$ cat config.mk
export PLATFORM = sky130hd
export DESIGN_NAME = axi_isolate_seq_flat
export DESIGN_NICKNAME = d
export VERILOG_FILES = /design/src/rtl/axi_isolate_seq_pkg.sv /design/src/rtl/axi_isolate_seq_if.sv /design/src/rtl/axi_isolate_seq_timer.sv /design/src/rtl/axi_isolate_seq.sv /design/src/flat_wrapper.sv
export SDC_FILE = /design/constraint.sdc
export NUM_CORES = 1
export LEC_CHECK = 0
export CAP_MARGIN = 20
export CORE_MARGIN = 2
export CORE_UTILIZATION = 30
export CTS_CLUSTER_DIAMETER = 100
export CTS_CLUSTER_SIZE = 40
export DETAILED_ROUTE_END_ITERATION = 16
export GPL_TIMING_DRIVEN = 0
export PLACE_DENSITY = 0.59
export SKIP_CTS_REPAIR_TIMING = 1
export SLEW_MARGIN = 10
export SYNTH_ARGS = -nofsm -noshare
export SYNTH_HDL_FRONTEND = slang
export SYNTH_SLANG_ARGS = --single-unit
$ cat constraint.sdc
create_clock -name clk_i -period 3.54 [get_ports clk_i]
set_input_delay 0.708 -clock clk_i [delete_from_list [all_inputs] [get_ports clk_i]]
set_output_delay 0.708 -clock clk_i [all_outputs]
set_load 0.03 [all_outputs]
$ cat src/rtl/axi_isolate_seq_pkg.sv
// axi_isolate_seq_pkg: command/state encodings and counter sizing for the isolation sequencer
package axi_isolate_seq_pkg;
  typedef enum logic [1:0] {CmdNop, CmdIsolate, CmdRelease, CmdResetCycle} cmd_e;
  typedef enum logic [2:0] {Connected, Isolating, Isolated, Resetting, Releasing} state_e;
  function automatic int cnt_width(int timeout_cycles, int rst_cycles);
    return $clog2((timeout_cycles > rst_cycles ? timeout_cycles : rst_cycles) + 1);
  endfunction
endpackage

$ cat src/rtl/axi_isolate_seq_if.sv
// axi_isolate_seq_if: command handshake, per-port isolation handshake and status of the sequencer
//   cmd_valid/cmd_ready/cmd/port_mask : command channel from the control registers
//   isolate/isolated                  : to/from the per-port axi_isolate blocks
//   domain_rst/done/err/timeout/state : domain reset request and status
//   slave modport = sequencer side, master modport = environment side
interface axi_isolate_seq_if #(parameter int NumPorts = 2);
  import axi_isolate_seq_pkg::*;
  logic                cmd_valid;
  logic                cmd_ready;
  cmd_e                cmd;
  logic [NumPorts-1:0] port_mask;
  logic [NumPorts-1:0] isolate;
  logic [NumPorts-1:0] isolated;
  logic                domain_rst;
  logic                done;
  logic                err;
  logic                timeout;
  logic [2:0]          state;
  modport slave (input cmd_valid, cmd, port_mask, isolated,
                 output cmd_ready, isolate, domain_rst, done, err, timeout, state);
  modport master (output cmd_valid, cmd, port_mask, isolated,
                  input cmd_ready, isolate, domain_rst, done, err, timeout, state);
endinterface

$ cat src/rtl/axi_isolate_seq_timer.sv
// axi_isolate_seq_timer: saturating up-counter with clear/enable and terminal-count compare
//   clk_i, rst_i : clock, asynchronous active-high reset
//   clr_i, en_i  : synchronous clear (wins over enable), count enable
//   term_i       : terminal count; tc_o is high while the count equals it
module axi_isolate_seq_timer #(
  parameter int CntWidth = 4
) (
  input  logic                clk_i,
  input  logic                rst_i,
  input  logic                clr_i,
  input  logic                en_i,
  input  logic [CntWidth-1:0] term_i,
  output logic                tc_o
);
  logic [CntWidth-1:0] cnt_q;
  always_ff @(posedge clk_i or posedge rst_i)
    if (rst_i) cnt_q <= '0;
    else if (clr_i) cnt_q <= '0;
    else if (en_i && cnt_q != '1) cnt_q <= cnt_q + 1'b1;
  assign tc_o = cnt_q == term_i;
endmodule

$ cat src/rtl/axi_isolate_seq.sv
// axi_isolate_seq: sequences isolate/release/reset-cycle of a group of axi_isolate ports
//   clk_i, rst_i : clock, asynchronous active-high reset
//   bus          : slave modport of axi_isolate_seq_if (commands, isolation handshake, status)
module axi_isolate_seq
  import axi_isolate_seq_pkg::*;
#(
  parameter int NumPorts      = 2,
  parameter int TimeoutCycles = 1024,
  parameter int RstCycles     = 16
) (
  input logic               clk_i,
  input logic               rst_i,
  axi_isolate_seq_if.slave  bus
);
  localparam int CntWidth = cnt_width(TimeoutCycles, RstCycles);
  state_e              state_q, state_d;
  logic [NumPorts-1:0] mask_q, mask_d, iso_q, iso_d;
  logic                drst_q, done_q, done_d, err_q, err_d, to_q, to_d;
  logic                rc_q, rc_d, fi_q, fi_d, ready_q;
  logic                acc, all_iso, none_iso, clr, en, tc;
  logic [CntWidth-1:0] term;
  assign acc      = bus.cmd_valid & ready_q;
  assign all_iso  = &(bus.isolated | ~mask_q);
  assign none_iso = ~|(bus.isolated & mask_q);
  assign en       = state_q == Isolating || state_q == Resetting;
  assign term     = state_q == Resetting ? CntWidth'(RstCycles - 1) : CntWidth'(TimeoutCycles - 1);
  axi_isolate_seq_timer #(.CntWidth(CntWidth)) u_timer (
    .clk_i (clk_i),
    .rst_i (rst_i),
    .clr_i (clr),
    .en_i  (en),
    .term_i(term),
    .tc_o  (tc)
  );
  // rc_q: sequence started as RESET_CYCLE; fi_q: Resetting was entered from Isolated
  always_comb begin
    state_d = state_q;
    mask_d  = mask_q;
    iso_d   = iso_q;
    to_d    = acc ? 1'b0 : to_q;
    rc_d    = rc_q;
    fi_d    = fi_q;
    done_d  = 1'b0;
    err_d   = 1'b0;
    clr     = 1'b0;
    case (state_q)
      Connected:
        if (acc) begin
          if (bus.cmd == CmdIsolate || bus.cmd == CmdResetCycle) begin
            state_d = Isolating;
            mask_d  = bus.port_mask;
            iso_d   = bus.port_mask;
            rc_d    = bus.cmd == CmdResetCycle;
            fi_d    = 1'b0;
            clr     = 1'b1;
          end else begin
            done_d = 1'b1;
            err_d  = bus.cmd == CmdRelease;
          end
        end
      Isolating:
        if (all_iso) begin
          state_d = rc_q ? Resetting : Isolated;
          done_d  = !rc_q;
          clr     = rc_q;
        end else if (tc) begin
          state_d = Releasing;
          iso_d   = '0;
          to_d    = 1'b1;
        end
      Isolated:
        if (acc) begin
          if (bus.cmd == CmdRelease) begin
            state_d = Releasing;
            iso_d   = '0;
          end else if (bus.cmd == CmdResetCycle) begin
            state_d = Resetting;
            fi_d    = 1'b1;
            clr     = 1'b1;
          end else begin
            done_d = 1'b1;
            err_d  = bus.cmd == CmdIsolate;
          end
        end
      Resetting:
        if (tc) begin
          state_d = fi_q ? Isolated : Releasing;
          done_d  = fi_q;
          iso_d   = fi_q ? iso_q : '0;
        end
      Releasing:
        if (none_iso) begin
          state_d = Connected;
          done_d  = 1'b1;
          err_d   = to_q;
        end
      default: state_d = Connected;
    endcase
  end
  // ready is withheld in the cycle done_o is high so done_o/err_o can never pulse back to back
  always_ff @(posedge clk_i or posedge rst_i)
    if (rst_i) begin
      state_q <= Connected;
      mask_q  <= '0;
      iso_q   <= '0;
      drst_q  <= 1'b0;
      done_q  <= 1'b0;
      err_q   <= 1'b0;
      to_q    <= 1'b0;
      rc_q    <= 1'b0;
      fi_q    <= 1'b0;
      ready_q <= 1'b1;
    end else begin
      state_q <= state_d;
      mask_q  <= mask_d;
      iso_q   <= iso_d;
      drst_q  <= state_d == Resetting;
      done_q  <= done_d;
      err_q   <= err_d;
      to_q    <= to_d;
      rc_q    <= rc_d;
      fi_q    <= fi_d;
      ready_q <= (state_d == Connected || state_d == Isolated) && !done_d;
    end
  assign bus.cmd_ready  = ready_q;
  assign bus.isolate    = iso_q;
  assign bus.domain_rst = drst_q;
  assign bus.done       = done_q;
  assign bus.err        = err_q;
  assign bus.timeout    = to_q;
  assign bus.state      = state_q;
endmodule

$ cat src/flat_wrapper.sv
// flat-port wrapper written by rule: the top's interface ports become plain ports
module axi_isolate_seq_flat import axi_isolate_seq_pkg::*;
#(
  parameter int NumPorts      = 2,
  parameter int TimeoutCycles = 1024,
  parameter int RstCycles     = 16
)
  (clk_i, rst_i, bus_cmd_valid, bus_cmd, bus_port_mask, bus_isolated, bus_cmd_ready, bus_isolate, bus_domain_rst, bus_done, bus_err, bus_timeout, bus_state);
  axi_isolate_seq_if #(.NumPorts(NumPorts)) bus_i ();
  input logic clk_i;
  input logic rst_i;
  input wire logic [$bits(bus_i.cmd_valid)-1:0] bus_cmd_valid;
  input wire logic [$bits(bus_i.cmd)-1:0] bus_cmd;
  input wire logic [$bits(bus_i.port_mask)-1:0] bus_port_mask;
  input wire logic [$bits(bus_i.isolated)-1:0] bus_isolated;
  output wire logic [$bits(bus_i.cmd_ready)-1:0] bus_cmd_ready;
  output wire logic [$bits(bus_i.isolate)-1:0] bus_isolate;
  output wire logic [$bits(bus_i.domain_rst)-1:0] bus_domain_rst;
  output wire logic [$bits(bus_i.done)-1:0] bus_done;
  output wire logic [$bits(bus_i.err)-1:0] bus_err;
  output wire logic [$bits(bus_i.timeout)-1:0] bus_timeout;
  output wire logic [$bits(bus_i.state)-1:0] bus_state;
  assign bus_i.cmd_valid = bus_cmd_valid;
  assign bus_i.cmd = bus_cmd;
  assign bus_i.port_mask = bus_port_mask;
  assign bus_i.isolated = bus_isolated;
  assign bus_cmd_ready = bus_i.cmd_ready;
  assign bus_isolate = bus_i.isolate;
  assign bus_domain_rst = bus_i.domain_rst;
  assign bus_done = bus_i.done;
  assign bus_err = bus_i.err;
  assign bus_timeout = bus_i.timeout;
  assign bus_state = bus_i.state;
  axi_isolate_seq #(.NumPorts(NumPorts), .TimeoutCycles(TimeoutCycles), .RstCycles(RstCycles)) u_core (.clk_i(clk_i), .rst_i(rst_i), .bus(bus_i));
endmodule
==> metrics.md <==
| Metric | Value |
|---|---|
| Setup CP Type | `primary input to register` |
| Status | `complete, no violations` |
| Layout cells sized above 1 | `0.09581` |
| Yosys warnings | `0` |
| Final hold vios | `0` |
| Worst-Margin Slew | `0.7177 ns` |
| Worst hold path type | `register to register` |
| P per Cell Area | `669.6 mW/mm^2` |
| Root buffer cell | `clkbuf_8` |
| Initial core utilization | `0.3099` |
| Fmax | `411.2 MHz` |
| Fillers | `449` |
| Diode count | `0` |
| # IOs | `19` |
| Critical Path RT | `3.71 ns` |
| FF-to-FF path depth | `6` |
| Relative slew slack | `0.5092` |
| Switching power share of the total | `0.4103` |
| First-pass GRT wire length | `5430 microns` |
| Sequential share of the synthesized area | `0.4678` |
| Synthesized instance count | `144` |
| Seq pwr share | `0.411` |
| Final wirelength | `3090 microns` |
| Setup violations, final | `0` |
| Register area | `626.9 sq um` |
| GP Congestion | `0.8026` |
| Power share of the clock group | `0.159` |
| HPWL Detailed | `2268 microns` |
| DR WL/cell | `14.11 microns` |
| Setup tns final | `0 ns` |
| Cell depth of the worst hold path | `1` |
| MaxCap Viol Count | `0` |
| Synth area leaders | `dfrtp_1 (45%), nand2_1 (3.9%), nor2_1 (3.9%)` |
| Largest net degree at the start of global routing | `26` |
| Final min period | `2.432 ns` |
| GRT overflow | `0` |
| Post-synth EDFFs | `0` |
| NetSw | `455.9 uW` |
| Syn_area_per_cell | `9.306 sq um` |
| Vias/cell | `5.219` |
| Initial DRC Count | `92` |
| FF+latch count, synth | `25` |
| Synth Flop Type | `dfrtp_1` |
| FP Rows | `24` |
| Mapped cell area | `0.001340 sq mm` |
| Via count | `1143` |
| Tcrit/Tclk final | `0.6870` |
| Die area | `0.005018 sq mm` |
| Die H | `70.84 microns` |
| Post-DRT Antenna Nets | `0` |
| Initial DRT Pass Iterations | `6` |
| Drt drc | `0` |
| Asr flop ratio synth | `1.000` |
| Max IR drop VDD | `0.2540 mV` |
| Chip width | `70.84 microns` |
| Total Routing Usage GR | `0.1363` |
| Worst-path clk slew | `0.10 ns` |
| Leakage power | `0.0006755 uW` |
| Internal power | `655.1 uW` |
| H-tree depth | `1` |
| Worst Setup Start Kind | `primary input` |
| RSZ-0062 raised after global routing | `no` |
| Slew Limit Fails | `0` |
| Footprint of the multi-input gates | `674.4 sq um` |
| Num CTS Buffers | `3` |
| Syn_nets | `154` |
| Netlist cell types | `42` |
| CTS tree | `yes` |
| P&R area growth vs syn | `23.81%` |
| Biggest area consumer among synthesized cells | `dfrtp_1` |
| Logic pwr share | `0.430` |
| Final Net Count | `178` |
| I/O Buffers | `18` |
| Clk buf depth | `2` |
| Synth top area share | `0.4482` |
| Antenna violations before repair | `0` |
| Post-layout util | `0.3837` |
| Core area | `0.004324 sq mm` |
| Final Skew | `0.01342 ns` |
| Vias in the first global route | `1130` |
| Hold Slack | `0.5442 ns` |
| CTS sink cnt | `25` |
| Clk Latency, worst-skew pair | `0.28 ns` |
| CP endpoint kind | `register` |
| Data arrival time of the worst path | `2.60 ns` |
| Peak fanout along the critical path | `4` |
power by group through the flow:
stage	clock [uW]	sequential, uW	combinational (uW)
CTS	184	457	477
global route	199	468	525
detailed placement	0	462	474
floorplan	0	520	245
finish	177	456	478
global placement	0	458	468
sequential cells by signal, summed over array words and instances, names as in the netlist:
register	count
u_core.bus.err	1
u_core.bus.state	3
u_core.fi_q	1
u_core.bus.isolate	2
u_core.bus.cmd_ready	1
u_core.rc_q	1
u_core.bus.timeout	1
u_core.u_timer.cnt_q	11
u_core.mask_q	2
u_core.bus.done	1
u_core.bus.domain_rst	1
worst paths after layout:
kind | startpoint | endpoint | slack [ns]
setup / recovery | bus_isolated[0] | u_core.bus.isolate[1] | 1.11
hold / removal | u_core.rc_q | u_core.rc_q | 0.54
setup reg to reg | u_core.u_timer.cnt_q[5] | u_core.bus.isolate[1] | 1.49
hold reg to reg | u_core.rc_q | u_core.rc_q | 0.54
max in group asynchronous | rst_i | u_core.bus.cmd_ready | 2.36
min in group asynchronous | rst_i | u_core.u_timer.cnt_q[1] | 0.70
cell families (layout without fill, tap and decap cells):
| group | after synthesis | in the layout | share of synthesized area |
|---|---|---|---|
| AO/OA/AOI/OAI | 35 | 35 | 0.1709 |
| XOR/XNOR | 5 | 5 | 0.03269 |
| adder cells (fa/ha/maj) | 1 | 1 | 0.009336 |
| buffers and inverters | 10 | 33 | 0.02894 |
| flip-flops | 25 | 25 | 0.4678 |
| multiplexers | 3 | 3 | 0.02428 |
| AND/OR/NAND/NOR | 65 | 65 | 0.2661 |
layout by cell type, fill, tap and decap left out, drive strengths merged, types with 2 or more instances in the layout:
master	synthesis	final
clkbuf	4	7
nand4	5	5
dfrtp	24	24
a21oi	9	9
o21ai	10	10
nor4	3	3
a31oi	3	3
clkdlybuf4s50	0	18
nand2	14	14
nand2b	4	4
a32o	2	2
xnor2	2	2
and4	2	2
inv	5	5
nor2	14	14
xor2	3	3
nor3	4	4
and2	2	2
buf	1	2
nand3	7	7
mux2	2	2
nor2b	5	5
critical path, stage by stage:
cell and delay (ns):
clkdlybuf4s50_1 0.41, nand2b_1 0.20, a2111oi_0 0.71, o21ai_0 0.21
a21oi_1 0.25, o21ai_0 0.11
metrics by stage:
stage	instances	setup slack, ns	cell area, sq um	power [uW]
final	219	1.108	1659	1111
after floorplan	144	1.557	1340	765.2
after CTS	218	1.108	1632	1117
after global placement	214	0.8196	1585	926.0
after global routing	219	0.8978	1659	1192
after detailed placement	214	0.8236	1585	936.4
per-layer routing:
layer	part of all wire	GRT usage	wire, microns
met1	0.46	0.1833	1424
met2	0.48	0.2087	1473
met3	0.045	0.03989	140
met4	0.017	0.05031	51
met5	0	0	0
cell type report:
type                            instances  share of cell area
Inverter                                5             0.01131
Sequential cell                        25              0.3778
Tap cell                               52             0.03922
Timing Repair Buffer                   19              0.1252
Clock inverter                          1            0.003017
Buffer                                  5             0.01207
Clock buffer                            3             0.02489
Multi-Input combinational cell        109              0.4065
Yosys cell counts (2+ instances only):
master    number
xor2_1         3
nor2_1        14
a32o_1         2
nor4_1         2
clkbuf_1       4
nand3_1        7
and4_1         2
nand2_1       14
a21oi_1        9
nand4_1        5
dfrtp_1       24
nand2b_1       4
and2_1         2
nor3_2         2
o21ai_0       10
inv_1          5
nor2b_1        5
xnor2_1        2
a31oi_1        3
mux2_2         2
nor3_1         2
No activity file was read; power rests on OpenSTA's default activity.
